===== src/rtl/mem_arbiter_pkg.sv =====
// Shared definitions for the SRAM arbiter: FSM state encoding, byte-lane
// constants and the legal strobe-length range.
package mem_arbiter_pkg;

   typedef enum logic [1:0] {
      ST_IDLE,
      ST_ACCESS,
      ST_ERR
   } arb_state_t;

   localparam logic [1:0] LANE0 = 2'd0;
   localparam logic [1:0] LANE1 = 2'd1;
   localparam logic [1:0] LANE2 = 2'd2;
   localparam logic [1:0] LANE3 = 2'd3;

   localparam int WAIT_MIN = 2;
   localparam int WAIT_MAX = 7;
   localparam int CNT_W    = 3;

endpackage


===== src/rtl/mem_byte_lane.sv =====
// Little-endian byte-lane steering: byte enables and replicated store data
// on the way out, lane extraction with sign extension on the way in.
module mem_byte_lane
   import mem_arbiter_pkg::*;
(
   input  logic [1:0]  lane,
   input  logic        is_byte,
   input  logic        is_write,
   input  logic [31:0] wdata,
   input  logic [31:0] rdata,
   output logic [3:0]  be_n,
   output logic [31:0] wdata_rep,
   output logic [31:0] rdata_ext
);

   logic [7:0] sel_byte;

   always_comb begin
      sel_byte  = rdata[7:0];
      be_n      = 4'h0;
      wdata_rep = wdata;
      rdata_ext = rdata;
      case (lane)
         LANE0:   sel_byte = rdata[7:0];
         LANE1:   sel_byte = rdata[15:8];
         LANE2:   sel_byte = rdata[23:16];
         default: sel_byte = rdata[31:24];
      endcase
      // Only byte stores narrow the enables; byte loads read the whole word.
      if (is_byte && is_write) begin
         be_n = ~(4'b0001 << lane);
      end
      if (is_byte) begin
         wdata_rep = {4{wdata[7:0]}};
         rdata_ext = {{24{sel_byte[7]}}, sel_byte};
      end
   end

endmodule


===== src/rtl/mem_arbiter.sv =====
// Arbitrates one asynchronous SRAM port between instruction fetch and the
// data path; MEM has strict priority and each access is a timed strobe cycle.
module mem_arbiter
   import mem_arbiter_pkg::*;
#(
   parameter int WAIT_CYCLES = 2,
   parameter int ADDR_W      = 20
) (
   input  logic              clk,
   input  logic              rst,
   input  logic              if_req,
   input  logic [31:0]       if_addr,
   output logic [31:0]       if_rdata,
   output logic              if_done,
   input  logic              mem_req,
   input  logic              mem_we,
   input  logic              mem_byte,
   input  logic [31:0]       mem_addr,
   input  logic [31:0]       mem_wdata,
   output logic [31:0]       mem_rdata,
   output logic              mem_done,
   output logic              mem_err,
   output logic [ADDR_W-1:0] ram_addr,
   output logic [31:0]       ram_wdata,
   input  logic [31:0]       ram_rdata,
   output logic              ram_ce_n,
   output logic              ram_oe_n,
   output logic              ram_we_n,
   output logic [3:0]        ram_be_n,
   output logic              busy
);

   localparam int WAIT_EFF = (WAIT_CYCLES < WAIT_MIN) ? WAIT_MIN :
                             (WAIT_CYCLES > WAIT_MAX) ? WAIT_MAX : WAIT_CYCLES;
   localparam logic [CNT_W-1:0] CNT_LOAD = CNT_W'(WAIT_EFF - 1);

   arb_state_t       state, state_next;
   logic [CNT_W-1:0] cnt;
   logic             sel_mem, acc_we, acc_byte;
   logic [1:0]       acc_lane;
   logic             mem_elig, if_elig, mem_misaligned;
   logic             start_mem, start_if;
   logic [1:0]       lane_sel;
   logic             lane_byte, lane_write;
   logic [31:0]      lane_wdata_in;
   logic [3:0]       lane_be_n;
   logic [31:0]      lane_wdata, lane_rdata;
   logic             unused_addr_bits;

   // A requester whose done is high this cycle is withdrawing, not asking again.
   assign mem_elig       = mem_req && !mem_done;
   assign if_elig        = if_req && !if_done;
   assign mem_misaligned = !mem_byte && (mem_addr[1:0] != 2'b00);
   assign busy           = (state != ST_IDLE);
   assign unused_addr_bits = ^{if_addr[1:0], if_addr[31:ADDR_W+2], mem_addr[31:ADDR_W+2]};

   // In IDLE the lane logic looks at the incoming request, otherwise at the latched one.
   assign lane_sel      = (state == ST_IDLE) ? mem_addr[1:0] : acc_lane;
   assign lane_byte     = (state == ST_IDLE) ? mem_byte      : acc_byte;
   assign lane_write    = (state == ST_IDLE) ? mem_we        : acc_we;
   assign lane_wdata_in = mem_wdata;

   mem_byte_lane u_lane (
      .lane      (lane_sel),
      .is_byte   (lane_byte),
      .is_write  (lane_write),
      .wdata     (lane_wdata_in),
      .rdata     (ram_rdata),
      .be_n      (lane_be_n),
      .wdata_rep (lane_wdata),
      .rdata_ext (lane_rdata)
   );

   always_comb begin
      state_next = state;
      start_mem  = 1'b0;
      start_if   = 1'b0;
      ram_ce_n   = 1'b1;
      ram_oe_n   = 1'b1;
      ram_we_n   = 1'b1;
      case (state)
         ST_IDLE: begin
            if (mem_elig) begin
               if (mem_misaligned) begin
                  state_next = ST_ERR;
               end else begin
                  start_mem  = 1'b1;
                  state_next = ST_ACCESS;
               end
            end else if (if_elig) begin
               start_if   = 1'b1;
               state_next = ST_ACCESS;
            end
         end
         ST_ACCESS: begin
            ram_ce_n = 1'b0;
            ram_oe_n = acc_we;
            // The final write cycle releases WE while data is still driven.
            ram_we_n = !(acc_we && (cnt != '0));
            if (cnt == '0) begin
               state_next = ST_IDLE;
            end
         end
         ST_ERR: begin
            state_next = ST_IDLE;
         end
         default: begin
            state_next = ST_IDLE;
         end
      endcase
   end

   always_ff @(posedge clk) begin
      if (rst) begin
         state     <= ST_IDLE;
         cnt       <= '0;
         sel_mem   <= 1'b0;
         acc_we    <= 1'b0;
         acc_byte  <= 1'b0;
         acc_lane  <= 2'b00;
         ram_addr  <= '0;
         ram_wdata <= '0;
         ram_be_n  <= 4'hF;
         if_done   <= 1'b0;
         if_rdata  <= '0;
         mem_done  <= 1'b0;
         mem_err   <= 1'b0;
         mem_rdata <= '0;
      end else begin
         state    <= state_next;
         if_done  <= 1'b0;
         mem_done <= 1'b0;
         mem_err  <= 1'b0;
         if (start_mem) begin
            cnt       <= CNT_LOAD;
            sel_mem   <= 1'b1;
            acc_we    <= mem_we;
            acc_byte  <= mem_byte;
            acc_lane  <= mem_addr[1:0];
            ram_addr  <= mem_addr[ADDR_W+1:2];
            ram_wdata <= lane_wdata;
            ram_be_n  <= lane_be_n;
         end else if (start_if) begin
            cnt       <= CNT_LOAD;
            sel_mem   <= 1'b0;
            acc_we    <= 1'b0;
            acc_byte  <= 1'b0;
            acc_lane  <= LANE0;
            ram_addr  <= if_addr[ADDR_W+1:2];
            ram_be_n  <= 4'h0;
         end
         if (state == ST_ACCESS) begin
            if (cnt != '0) begin
               cnt <= cnt - 1'b1;
            end else if (sel_mem) begin
               mem_done <= 1'b1;
               if (!acc_we) begin
                  mem_rdata <= lane_rdata;
               end
            end else begin
               if_done  <= 1'b1;
               if_rdata <= ram_rdata;
            end
         end
         if (state == ST_ERR) begin
            mem_done <= 1'b1;
            mem_err  <= 1'b1;
         end
      end
   end

endmodule


===== config.mk =====
export PLATFORM = sky130hd
export DESIGN_NAME = mem_arbiter
export DESIGN_NICKNAME = d
export VERILOG_FILES = /design/src/rtl/mem_arbiter_pkg.sv /design/src/rtl/mem_byte_lane.sv /design/src/rtl/mem_arbiter.sv
export SDC_FILE = /design/constraint.sdc
export NUM_CORES = 1
export LEC_CHECK = 0
export ABC_AREA = 1
export CAP_MARGIN = 20
export CORE_MARGIN = 4
export CORE_UTILIZATION = 42
export CTS_CLUSTER_DIAMETER = 150
export DETAILED_ROUTE_END_ITERATION = 10
export PLACE_DENSITY_LB_ADDON = 0.05
export SLEW_MARGIN = 40
export SYNTH_ARGS = -nofsm -noshare
export SYNTH_HDL_FRONTEND = slang
export SYNTH_SLANG_ARGS = --single-unit

===== constraint.sdc =====
create_clock -name clk -period 1.95 [get_ports clk]
set_input_delay 0.39 -clock clk [delete_from_list [all_inputs] [get_ports clk]]
set_output_delay 0.39 -clock clk [all_outputs]
set_load 0.01 [all_outputs]

* After elaboration in Yosys (flattened, before gate mapping) *
Index checks and enable logic that the tools add are counted.

storage, ports and cells
  bits in read-only memories = 0
  latch bits = 0
  logic and storage cells = 88
  output and inout port bits = 127
  RAM bits = 0
  memories kept = 0
  input bits = 134
  flip-flop bits (word level) = 133

operators by class
  shift operators = 1
  bitwise logic cells = 5
  magnitude comparators = 0
  muxes and demuxes = 41
  equality and inequality tests = 6
  multiply operators = 0
  reduce and logical (&&, ||, !) cells = 20
  add/subtract/negate cells = 1
  divide/modulo/power cells = 0

operator list
  cell                                               number
  2-to-1 mux 32 bit                                  2
  2-to-1 mux 20 bit                                  2
  one-hot mux 8 bit (3 select lines)                 1
  2-to-1 mux 1 bit                                   21
  2-to-1 mux 2 bit                                   7
  2-to-1 mux 3 bit                                   4
  2-to-1 mux 4 bit                                   3
  nonzero test 2 bit                                 3
  logical AND 1 bit                                  5
  == test 2 x 1 -> 1 bit (second input constant)     2
  == test 2 bit (second input constant)              2
  logical NOT 1 bit                                  4
  logical NOT 2 bit                                  2
  NOT 1 bit                                          4
  NOT 4 bit                                          1
  one-hot mux 2 bit (2 select lines)                 1
  AND reduction 4 bit                                1
  left shift 1 x 2 -> 4 bit (first input constant)   1
  logical NOT 3 bit                                  1
  inequality test 3 bit (second input constant)      1
  AND reduction 3 bit                                1
  nonzero test 3 bit                                 1
  OR reduction 3 bit                                 1
  subtractor 3 x 1 -> 3 bit (second input constant)  1
  other kinds (2)                                    2

* Logic depth before layout (Yosys ltp) *
Gate-level depths: netlist of run 1.

  depth in word-level cells = 9
  gate-level depth with buffers = 10
  gate-level depth less buffers = 9

* By module *
Synthesis of run 1 repeated with hierarchy kept, for this count alone.

unflattened totals
  cells, all modules = 993
  area total of the unflattened synthesis = 6462.4 um^2

modules (own cells, without submodules)
  module         area an instance (um^2)  sequential area each (um^2)  instances  cells an instance
  mem_arbiter    5484.0                   2662.6                       1          786
  mem_byte_lane  978.4                    0.0                          1          207

* Worst setup path before layout of run 1 *
Ideal clock, no wire load.

  kind = register -> register
  start = register cnt[0]
  end = register mem_rdata[10]
  library setup time = 119 ps
  period minus slack after synthesis = 1496 ps
  path buffers = 1
  cell stages (with the launch flop) = 11
  data arrival time = 1376 ps
  setup slack = 454 ps
  required time = 1831 ps
  path through = dfxtp_1 inv_1 ha_1 inv_1 nor2_1 nand3_2 nor2_4 clkbuf_1 o21ai_0 inv_1 a21oi_1

on the way
  word-level cells in the longest chain between the ends = 3

RTL lines
  item                                  line                RTL
  from (decl)                           mem_arbiter.sv:38   logic [CNT_W-1:0] cnt;
  from (signal assigned)                mem_arbiter.sv:154  cnt <= cnt - 1'b1;
  nonzero test 3 bit                    mem_arbiter.sv:153  if (cnt != '0) begin
  NOT 1 bit (no source line)            --
  AND reduction 4 bit (no source line)  --
  to (signal assigned)                  mem_arbiter.sv:158  mem_rdata <= lane_rdata;
  to (decl)                             mem_arbiter.sv:20   output logic [31:0] mem_rdata,

Every way passes these cells.
A chain may end at the register's enable or synchronous reset.

* Worst setup path in the final report of run 1 *
  start = register state[1]
  end = register mem_rdata[18]

on the way
  word-level cells in the longest chain between the ends = 5
  elaborated cells between the ends (all ways) = 10
  classes of those cells = eq/ne (3); mux (4); reduce/logical (3)

RTL lines
  item                                   line                                  RTL
  from (decl)                            mem_arbiter.sv:37                     arb_state_t state, state_next;
  from (signal assigned)                 mem_arbiter.sv:130                    state <= state_next;
  logical NOT 2 bit                      mem_arbiter.sv:58, mem_arbiter.sv:59
  2-to-1 mux 2 bit                       mem_arbiter.sv:58                     assign lane_sel = (state == ST_IDLE) ? mem_addr[1:0] : acc_lane;
  == test 2 bit (tied with other cells)  mem_byte_lane.sv:23                   case (lane)
  one-hot mux 8 bit (3 select lines)     mem_byte_lane.sv:23
  2-to-1 mux 32 bit                      mem_byte_lane.sv:33                   if (is_byte) begin

Parallel ways exist; a longest one is shown, timed or not.

==> results of run 1 <==
-- kinds of logic (layout without fill, tap and decap cells) --
family / Yosys count / in the layout / share of synthesized area [%]
buffers and inverters: 149 / 399 / 10.91
AOI/OAI and AO/OA: 300 / 300 / 27.40
adders and majority gates: 2 / 2 / 0.4408
xor gates and xnor gates: 1 / 1 / 0.1543
DFF: 133 / 133 / 46.91
and+or+nand+nor: 175 / 175 / 14.18
-- per-layer routing --
metal	GRT usage [%]	up-vias	part of all wire, %
li1	-	3033	-
met1	28.33	2899	39
met2	38.90	271	49
met3	9.493	27	9.4
met4	8.769	0	2.2
met5	0	-	0
-- sequential cells by signal, indices dropped and copies added, names as in the netlist --
| name | cells |
|---|---|
| ram_wdata | 32 |
| acc_lane | 2 |
| ram_addr | 20 |
| mem_err | 1 |
| mem_done | 1 |
| mem_rdata | 32 |
| sel_mem | 1 |
| cnt | 3 |
| state | 2 |
| if_rdata | 32 |
| acc_we | 1 |
| ram_be_n | 4 |
| if_done | 1 |
| acc_byte | 1 |
-- power groups by stage --
stage | logic (mW) | clock network, mW | registers, mW
2_1_floorplan | 0.735 | 0 | 3.23
3_3_place_gp | 1.80 | 0 | 3.13
3_5_place_dp | 1.83 | 0 | 3.14
4_1_cts | 1.86 | 2.97 | 3.09
5_1_grt | 2.05 | 3.10 | 3.12
6_report | 1.88 | 2.93 | 3.09
-- area by class of cell --
type | instances | area [um2] | share of cell area (%)
multi-input combinational | 478 | 2415 | 26.80
sequential | 133 | 2668 | 29.60
clock buffer | 26 | 489.2 | 5.429
inverter | 92 | 347.8 | 3.860
timing repair buffer | 277 | 2824 | 31.34
tap | 176 | 220.2 | 2.444
clock inverter | 4 | 47.55 | 0.5276
-- worst register-to-register path, stage by stage (launching register included) --
cell,delay (ps)
dfxtp_4,390
nor2_4,50
buf_4,120
buf_4,120
buf_4,120
buf_4,130
buf_4,130
nand3_2,80
nor2_4,50
buf_12,140
clkbuf_16,180
o21ai_0,200
a21oi_1,60
-- through the flow --
stage	setup TNS [ps]	setup WS, ps
floorplan	0	454.4
global placement	-8.567	-7.516
detailed placement	-485.9	-57.13
CTS	0	1.180
global route	-71.83	-24.35
finish	0	66.16
-- layout by cell type, fill, tap and decap left out, drive strengths merged --
master,n
a21oi,92
a31oi,24
buf,37
bufinv,1
clkbuf,29
clkdlybuf4s15,1
clkdlybuf4s50,235
clkinv,5
clkinvlp,1
dfxtp,133
dlygate4sd2,1
ha,2
inv,89
nand2,81
nand3,63
nand4,1
nor2,27
nor3,1
nor4,1
o211ai,1
o21ai,182
o21bai,1
or2,1
xor2,1
-- final timing paths --
check,startpoint,to,slack (ps),cells past startpoint
worst max register to register,state[1],mem_rdata[18],70,12
worst min register to register,acc_byte,acc_byte,480,2
worst max-delay path,state[1],mem_rdata[18],70,12
worst min-delay path,acc_byte,acc_byte,480,2
-- what timing repair did --
action / in CTS / in global routing
setup endpoints to repair: 4 / 66
buffers inserted: 4 / 1
resized for setup: 9 / 18
pin swaps: 2 / 2
gates cloned: 0 / 4
==> impl_metrics.py, run 1 <==
metrics = {
    "placed_design": {
        "dp_cells": 1147,
        "dpl.hpwl_um": 13440,
        "port_buffers": 238,
        "postPlaceCellArea_um2": 8329,
        "gp_congestion": 0.8525,
    },
    "sta": {
        "finalHoldViolations": 0,
        "skew_ps": 6.337,
        "min_period_over_period_pct": 96.61,
        "clock.fmax_mhz": 530.8,
        "worst_pin_slew_ps": 290.1,
        "finalCriticalPeriod_ps": 1884,
        "setup_viol": 0,
        "relSlewSlack_pct": 80.48,
        "whs_ps": 475.6,
        "drv_slew": 0,
    },
    "clocking": {
        "cts_buffers": 17,
        "clk_path_buf_depth": 2,
        "cts.sinks": 133,
        "cts_root_buffer": "clkbuf_16",
        "insertion_delay_ps": 420,
        "cts.reportedPaths.clkPinSlew_ps": 50,
        "tritoncts": "yes",
        "htreeDepth": 4,
        "holdBufCountCts": 0,
    },
    "critical_path": {
        "crit_top_cell": "buf_4",
        "path_class": "reg2reg",
        "path_cells": "nor2_4, buf_4, buf_4, buf_4, buf_4, buf_4, nand3_2, nor2_4, buf_12, clkbuf_16, o21ai_0, a21oi_1",
        "path_buf_inv": 7,
        "cp_slowest_stage_delay_ps": 390,
        "cp_slowest_cell": "dfxtp_4",
        "cp_top_family": "buffers and inverters",
        "startpoint_type": "register",
        "arrival_ps": 2180,
        "cp.required_ps": 2250,
        "cp_max_fo": 16,
        "cp-end-kind": "register",
    },
    "synth": {
        "synth_edf_count": 0,
        "avgSynthCellArea_um2": 7.468,
        "synthFlopType": "dfxtp_1",
        "ys_top_cells_by_count": "o21ai_0, dfxtp_1, a21oi_1, inv_1, nand2_1",
        "synth.most_common_cell": "o21ai_0",
        "synth.largest_area_cell": "dfxtp_1",
        "yosys_warnings": 0,
        "ys_types": 32,
        "syn-cell-area_um2": 5675,
        "ys_seq_elements": 133,
        "synth_cells": 760,
        "synth_top_area_share_pct": 46.91,
        "synth_seq_area_share_pct": 46.91,
        "synth.area.top_cells": "dfxtp_1, o21ai_0, a21oi_1, inv_1, nand3_1",
        "async_reset_ff_share_pct": 0,
        "synth_nets": 896,
    },
    "pwr": {
        "seqPwrFrac_pct": 39.2,
        "powerDensity_nw_per_um2": 876.1,
        "switchingPower_mw": 2.156,
        "sw_frac_of_total_pct": 27.31,
        "intPower_mw": 5.739,
        "p_clk_share_pct": 37.1,
        "leakage_nw": 3.861,
        "power_mw": 7.895,
        "max-vdd-ir-drop_v": 0.0004759,
        "combinationalPowerShare_pct": 23.8,
    },
    "detailed_routing": {
        "vias_per_cell": 5.253,
        "drc": 0,
        "ant_nets": 0,
        "wl_per_cell_um": 16.47,
        "totalWireLength_um": 19530,
        "drt_iter0_drc": 607,
        "vias": 6230,
        "first_pass_iters": 7,
    },
    "floorplan": {
        "die_w_um": 124.2,
        "core.rowCount": 42,
        "die-area_um2": 15440,
        "design.core.area_um2": 13240,
        "die_h_um": 124.2,
        "initial_core_util_pct": 42.86,
        "ios": 261,
    },
    "run": {
        "cap_violations": 0,
    },
    "final_layout": {
        "final_cells": 1186,
        "final_cell_area_um2": 9011,
        "nFillCells": 1108,
        "final_nets": 1135,
        "drive_gt1_share_pct": 9.505,
        "fin_util_pct": 68.05,
        "area_growth_pct": 58.77,
        "diodes": 0,
    },
    "grt": {
        "antenna_found_initial": 0,
        "grt_pass1_wl_um": 30400,
        "overflow": 0,
        "grt_pass1_vias": 5963,
        "grt_max_degree": 74,
        "gr-usage-all-layers_pct": 23.84,
    },
    "run_status": {
        "outcome": "finished clean",
    },
    "worst_hold_path": {
        "min_path_type": "reg2reg",
    },
}
Note: power is estimated with default switching activity, not from simulation.
==> inputs of run 2 (changes only) <==
--- a/config.mk
+++ b/config.mk
@@ -6,8 +6,7 @@
 export NUM_CORES = 1
 export LEC_CHECK = 0
 export ABC_AREA = 1
-export CAP_MARGIN = 20
-export CORE_MARGIN = 4
+export CORE_MARGIN = 10
 export CORE_UTILIZATION = 42
 export CTS_CLUSTER_DIAMETER = 150
 export DETAILED_ROUTE_END_ITERATION = 10
==> run 2 against run 1 <==
Final cell count down 0.42%. Core utilization down 1.1 points. Critical path depth down 5.
==> impl_metrics.py, run 2 (synthesis gave the netlist of run 1 again) <==
metrics = {
    "final_layout": {
        "final_nets": 1130,
        "layout_commonest_cell": "clkdlybuf4s50_1",
        "diodes": 0,
        "reg.largest.list": "if_rdata x32, mem_rdata x32, ram_wdata x32",
        "drive_gt1_share_pct": 8.657,
        "area_growth_pct": 56.15,
        "final_cell_mix": "clkdlybuf4s50_1, o21ai_0, dfxtp_1",
    },
    "detailed_routing": {
        "vias": 6156,
        "drc": 0,
        "vias_per_cell": 5.213,
        "wl_per_cell_um": 17.42,
        "ant_nets": 0,
        "first_pass_iters": 5,
        "totalWireLength_um": 20570,
        "drt_iter0_drc": 448,
    },
    "clocking": {
        "cts.reportedPaths.clkPinSlew_ps": 50,
        "htreeDepth": 4,
        "tritoncts": "yes",
        "holdBufCountCts": 0,
        "clk_path_buf_depth": 2,
        "insertion_delay_ps": 410,
        "cts_buffers": 17,
        "cts.sinks": 133,
        "cts_root_buffer": "clkbuf_16",
    },
    "sta": {
        "whs_ps": 471.2,
        "rsz0062_at_grt": "false",
        "finalCriticalPeriod_ps": 1857,
        "tns_ps": 0,
        "clock.fmax_mhz": 538.5,
        "relSlewSlack_pct": 77.09,
        "min_period_over_period_pct": 95.23,
        "setup_viol": 0,
        "skew_ps": 5.077,
        "drv_slew": 0,
        "finalHoldViolations": 0,
        "worst_pin_slew_ps": 343.7,
    },
    "critical_path": {
        "path_class": "reg2out",
        "cp_slowest_cell": "dfxtp_1",
        "cp-end-kind": "primary output",
        "startpoint_type": "register",
        "path_cells": "inv_2, ha_1, inv_1, nor2_1, nor2_1, nand2_1, buf_2",
        "crit_top_cell": "nor2_1",
        "cp.required_ps": 1560,
        "cp_slowest_stage_delay_ps": 340,
        "cp_max_fo": 3,
        "arrival_ps": 1470,
    },
    "grt": {
        "overflow": 0,
        "grt_busiest_layer": "met2",
        "use_met1_pct": 23.08,
        "grt_pass1_vias": 6134,
        "grt_pass1_wl_um": 31710,
        "met3_usage_pct": 10.00,
        "gr-usage-all-layers_pct": 21.39,
        "grt_max_degree": 90,
        "met2_usage_pct": 36.37,
        "antenna_found_initial": 0,
    },
    "floorplan": {
        "ios": 261,
        "die_h_um": 136.2,
        "design.core.area_um2": 13240,
        "die-area_um2": 18560,
        "die_w_um": 136.2,
        "initial_core_util_pct": 42.86,
        "core.rowCount": 42,
    },
    "pwr": {
        "leakage_nw": 3.821,
        "max-vdd-ir-drop_v": 0.0005579,
        "powerDensity_nw_per_um2": 887.4,
    },
    "run": {
        "cap_violations": 0,
    },
    "run_status": {
        "outcome": "finished clean",
    },
    "worst_hold_path": {
        "min_path_type": "reg2reg",
    },
    "placed_design": {
        "dpl.hpwl_um": 15110,
        "gp_congestion": 0.8205,
        "port_buffers": 238,
    },
}
run 2: final timing paths:
check / start / end / slack [ps] / cells past startpoint
worst min register to register: cnt[1] / cnt[1] / 470 / 2
worst min-delay path: cnt[1] / cnt[1] / 470 / 2
worst max-delay path: cnt[0] / ram_we_n / 90 / 7
worst max register to register: state[0] / mem_rdata[2] / 330 / 9
run 2: cell type report:
class	instances	area, um2
Clock buffer	26	519.2
Clock inverter	4	20.02
Fill cell	1171	4380
Inverter	92	345.3
Multi-Input combinational cell	478	2394
Sequential cell	133	2664
Tap cell	176	220.2
Timing Repair Buffer	272	2700
run 2: where the power goes:
part	internal, mW	switching, mW	leakage, nW
sequential	2.96	0.126	1.09
clock	1.80	1.12	0.272
combinational	0.918	0.937	2.46
run 2: what timing repair did:
item,4_1_cts,5_1_grt
pin swaps,1,1
gates resized for setup,9,2
endpoints found under the setup margin,4,2
buffers inserted,0,1
run 2: per-stage QoR:
stage	worst slack, ps	std cells	util, %	instance area [um2]	total power, mW
2_1_floorplan	454.4	760	-	5675	3.969
3_3_place_gp	24.83	1150	62.88	8327	4.954
3_5_place_dp	-53.79	1150	62.88	8327	4.997
4_1_cts	28.25	1180	66.90	8860	7.925
5_1_grt	3.782	1181	66.92	8862	8.219
6_report	93.05	1181	66.92	8862	7.865
run 2: critical path: cells and delay by family (launching register included):
| kind | cells | cell delay (ps) |
|---|---|---|
| adders and majority gates | 1 | 180 |
| buffers and inverters | 3 | 260 |
| DFF | 1 | 340 |
| and+or+nand+nor | 3 | 270 |
run 2: metal layers:
layer,vias up,part of all wire [%]
met4,0,1.6
met1,2870,39
met5,-,0
met2,238,49
li1,3020,-
met3,28,11
==> inputs of run 3 (changes only) <==
==> constraint.sdc (replaced) <==
create_clock -name clk -period 1.95 [get_ports clk]
set_input_delay 0.39 -clock clk [delete_from_list [all_inputs] [get_ports clk]]
set_output_delay 0.39 -clock clk [all_outputs]
set_load 0.1 [all_outputs]
==> run 3 against run 2 <==
Routed wire length is 0.74% lower. Hold slack worse by 11 ps. Register-to-register slack worse by 100 ps. Via count is 0.49% higher. Die area stayed put. Sequential power hardly changed. Clock power is 6% higher. Final cell count is 0.34% higher. Largest cell class is now flip-flops and latches. Worst setup slack worse by 66 ps. Core utilization is 0.89 points lower.
==> impl_metrics.py, run 3 (synthesis gave the netlist of run 1 again) <==
metrics = {
    "run_status": {
        "outcome": "finished clean",
    },
    "critical_path": {
        "cp_max_fo": 4,
        "worst-r2r-setup-slack_ps": 230,
        "cp.required_ps": 1560,
        "startpoint_type": "register",
        "cp-end-kind": "primary output",
        "path_class": "reg2out",
        "arrival_ps": 1530,
    },
    "detailed_routing": {
        "wl_per_cell_um": 17.23,
        "totalWireLength_um": 20420,
        "vias": 6186,
        "drc": 0,
        "drt_iter0_drc": 415,
        "ant_nets": 0,
        "vias_per_cell": 5.220,
        "first_pass_iters": 6,
    },
    "sta": {
        "clock.fmax_mhz": 520.1,
        "skew_ps": 7.457,
        "finalHoldViolations": 0,
        "relSlewSlack_pct": 76.56,
        "worst_pin_slew_ps": 351.1,
        "drv_slew": 0,
        "whs_ps": 459.7,
        "min_period_over_period_pct": 98.59,
        "finalCriticalPeriod_ps": 1923,
        "rsz0062_at_grt": "true",
        "setup_viol": 0,
    },
    "clocking": {
        "cts.sinks": 133,
        "tritoncts": "yes",
        "cts_buffers": 17,
        "insertion_delay_ps": 420,
        "cts.reportedPaths.clkPinSlew_ps": 50,
        "cts_root_buffer": "clkbuf_16",
        "clk_path_buf_depth": 2,
        "holdBufCountCts": 0,
        "htreeDepth": 4,
    },
    "final_layout": {
        "layout_commonest_cell": "o21ai_0",
        "area_growth_pct": 54.08,
        "drive_gt1_share_pct": 22.70,
        "diodes": 0,
        "reg.largest.list": "if_rdata x32, mem_rdata x32, ram_wdata x32",
        "final_cell_mix": "o21ai_0, buf_4, dfxtp_1",
        "final_cell_area_um2": 8745,
        "final_nets": 1132,
    },
    "pwr": {
        "intPower_mw": 5.721,
        "switchingPower_mw": 3.859,
        "combinationalPowerShare_pct": 35.4,
        "powerDensity_nw_per_um2": 1095,
        "power_mw": 9.580,
        "seqPwrFrac_pct": 32.3,
        "max-vdd-ir-drop_v": 0.0007089,
        "leakage_nw": 4.091,
        "p_clk_share_pct": 32.3,
        "sw_frac_of_total_pct": 40.28,
    },
    "floorplan": {
        "ios": 261,
        "die_w_um": 136.2,
        "design.core.area_um2": 13240,
        "initial_core_util_pct": 42.86,
        "die_h_um": 136.2,
        "core.rowCount": 42,
        "die-area_um2": 18560,
    },
    "grt": {
        "grt_pass1_wl_um": 32030,
        "gr-usage-all-layers_pct": 21.48,
        "antenna_found_initial": 0,
        "grt_pass1_vias": 6260,
        "grt_max_degree": 69,
        "overflow": 0,
    },
    "worst_hold_path": {
        "min_path_type": "reg2reg",
    },
    "placed_design": {
        "port_buffers": 238,
        "postPlaceCellArea_um2": 8092,
        "dpl.hpwl_um": 15030,
        "gp_congestion": 0.8240,
    },
    "run": {
        "cap_violations": 0,
    },
}
## run 3: changes by cell type in the layout (fill, tap and decap cells not counted), moves of 3 or more
cell             before  now
clkinvlp_4            0    5
buf_12                6   12
clkdlybuf4s50_1     234  111
buf_4                28  151
clkinv_4              0    3
clkbuf_1              3    0
dfxtp_1             132  128
inv_1                86   83
nor2_4                2    5
## run 3: what timing repair did
action                     in CTS  in global routing
hold endpoints to repair        0                  0
gates resized for setup         4                  6
pin swaps                       2                  3
cloned                          0                  0
setup endpoints to repair       2                  2
setup buffers                   5                  2
## run 3: per-stage QoR
step                      utilization (%)  instances  TNS [ps]  setup slack [ps]
after global routing                66.03       1185    -29.09            -29.09
after global placement              61.10       1146    -109.4            -34.12
after CTS                           65.82       1183         0            0.7649
after detailed placement            61.10       1146     -2776            -135.1
final                               66.03       1185         0             27.43
after floorplan                         -        760    -5.621            -5.621
## run 3: final timing paths
check | startpoint | end | cells after the start
max | state[0] | ram_we_n | 6
min | cnt[1] | cnt[1] | 2
max reg2reg | state[1] | mem_rdata[0] | 9
min reg2reg | cnt[1] | cnt[1] | 2
## run 3: worst max-delay path, cell delays in order, from the launching register on
cell and delay (ps):
dfxtp_4 360, inv_4 40, nor2_4 110, clkinvlp_4 150
nor2_4 210, nand2_8 60, buf_12 170
## run 3: cell type report
| cell class | count | area (um2) |
|---|---|---|
| clock buffers | 21 | 480.5 |
| inverters | 92 | 351.6 |
| repair buffers | 274 | 2485 |
| multi-input cells | 478 | 2432 |
| fillers | 1158 | 4498 |
| clock inverters | 11 | 101.3 |
| flip-flops and latches | 133 | 2674 |
| well taps | 176 | 220.2 |
## run 3: power groups by stage
stage	registers [mW]	logic [mW]	clock network [mW]
floorplan	4.74	0.802	0
global placement	3.14	3.33	0
detailed placement	3.15	3.36	0
CTS	3.09	3.39	3.15
global route	3.12	3.56	3.24
finish	3.10	3.39	3.10
## run 3: per-layer routing
metal	track usage, %	up-vias	share of wire, %
met5	0	-	0
met4	6.686	0	1.9
met3	10.11	27	12
met2	36.64	261	49
met1	23.11	2869	38
li1	-	3029	-
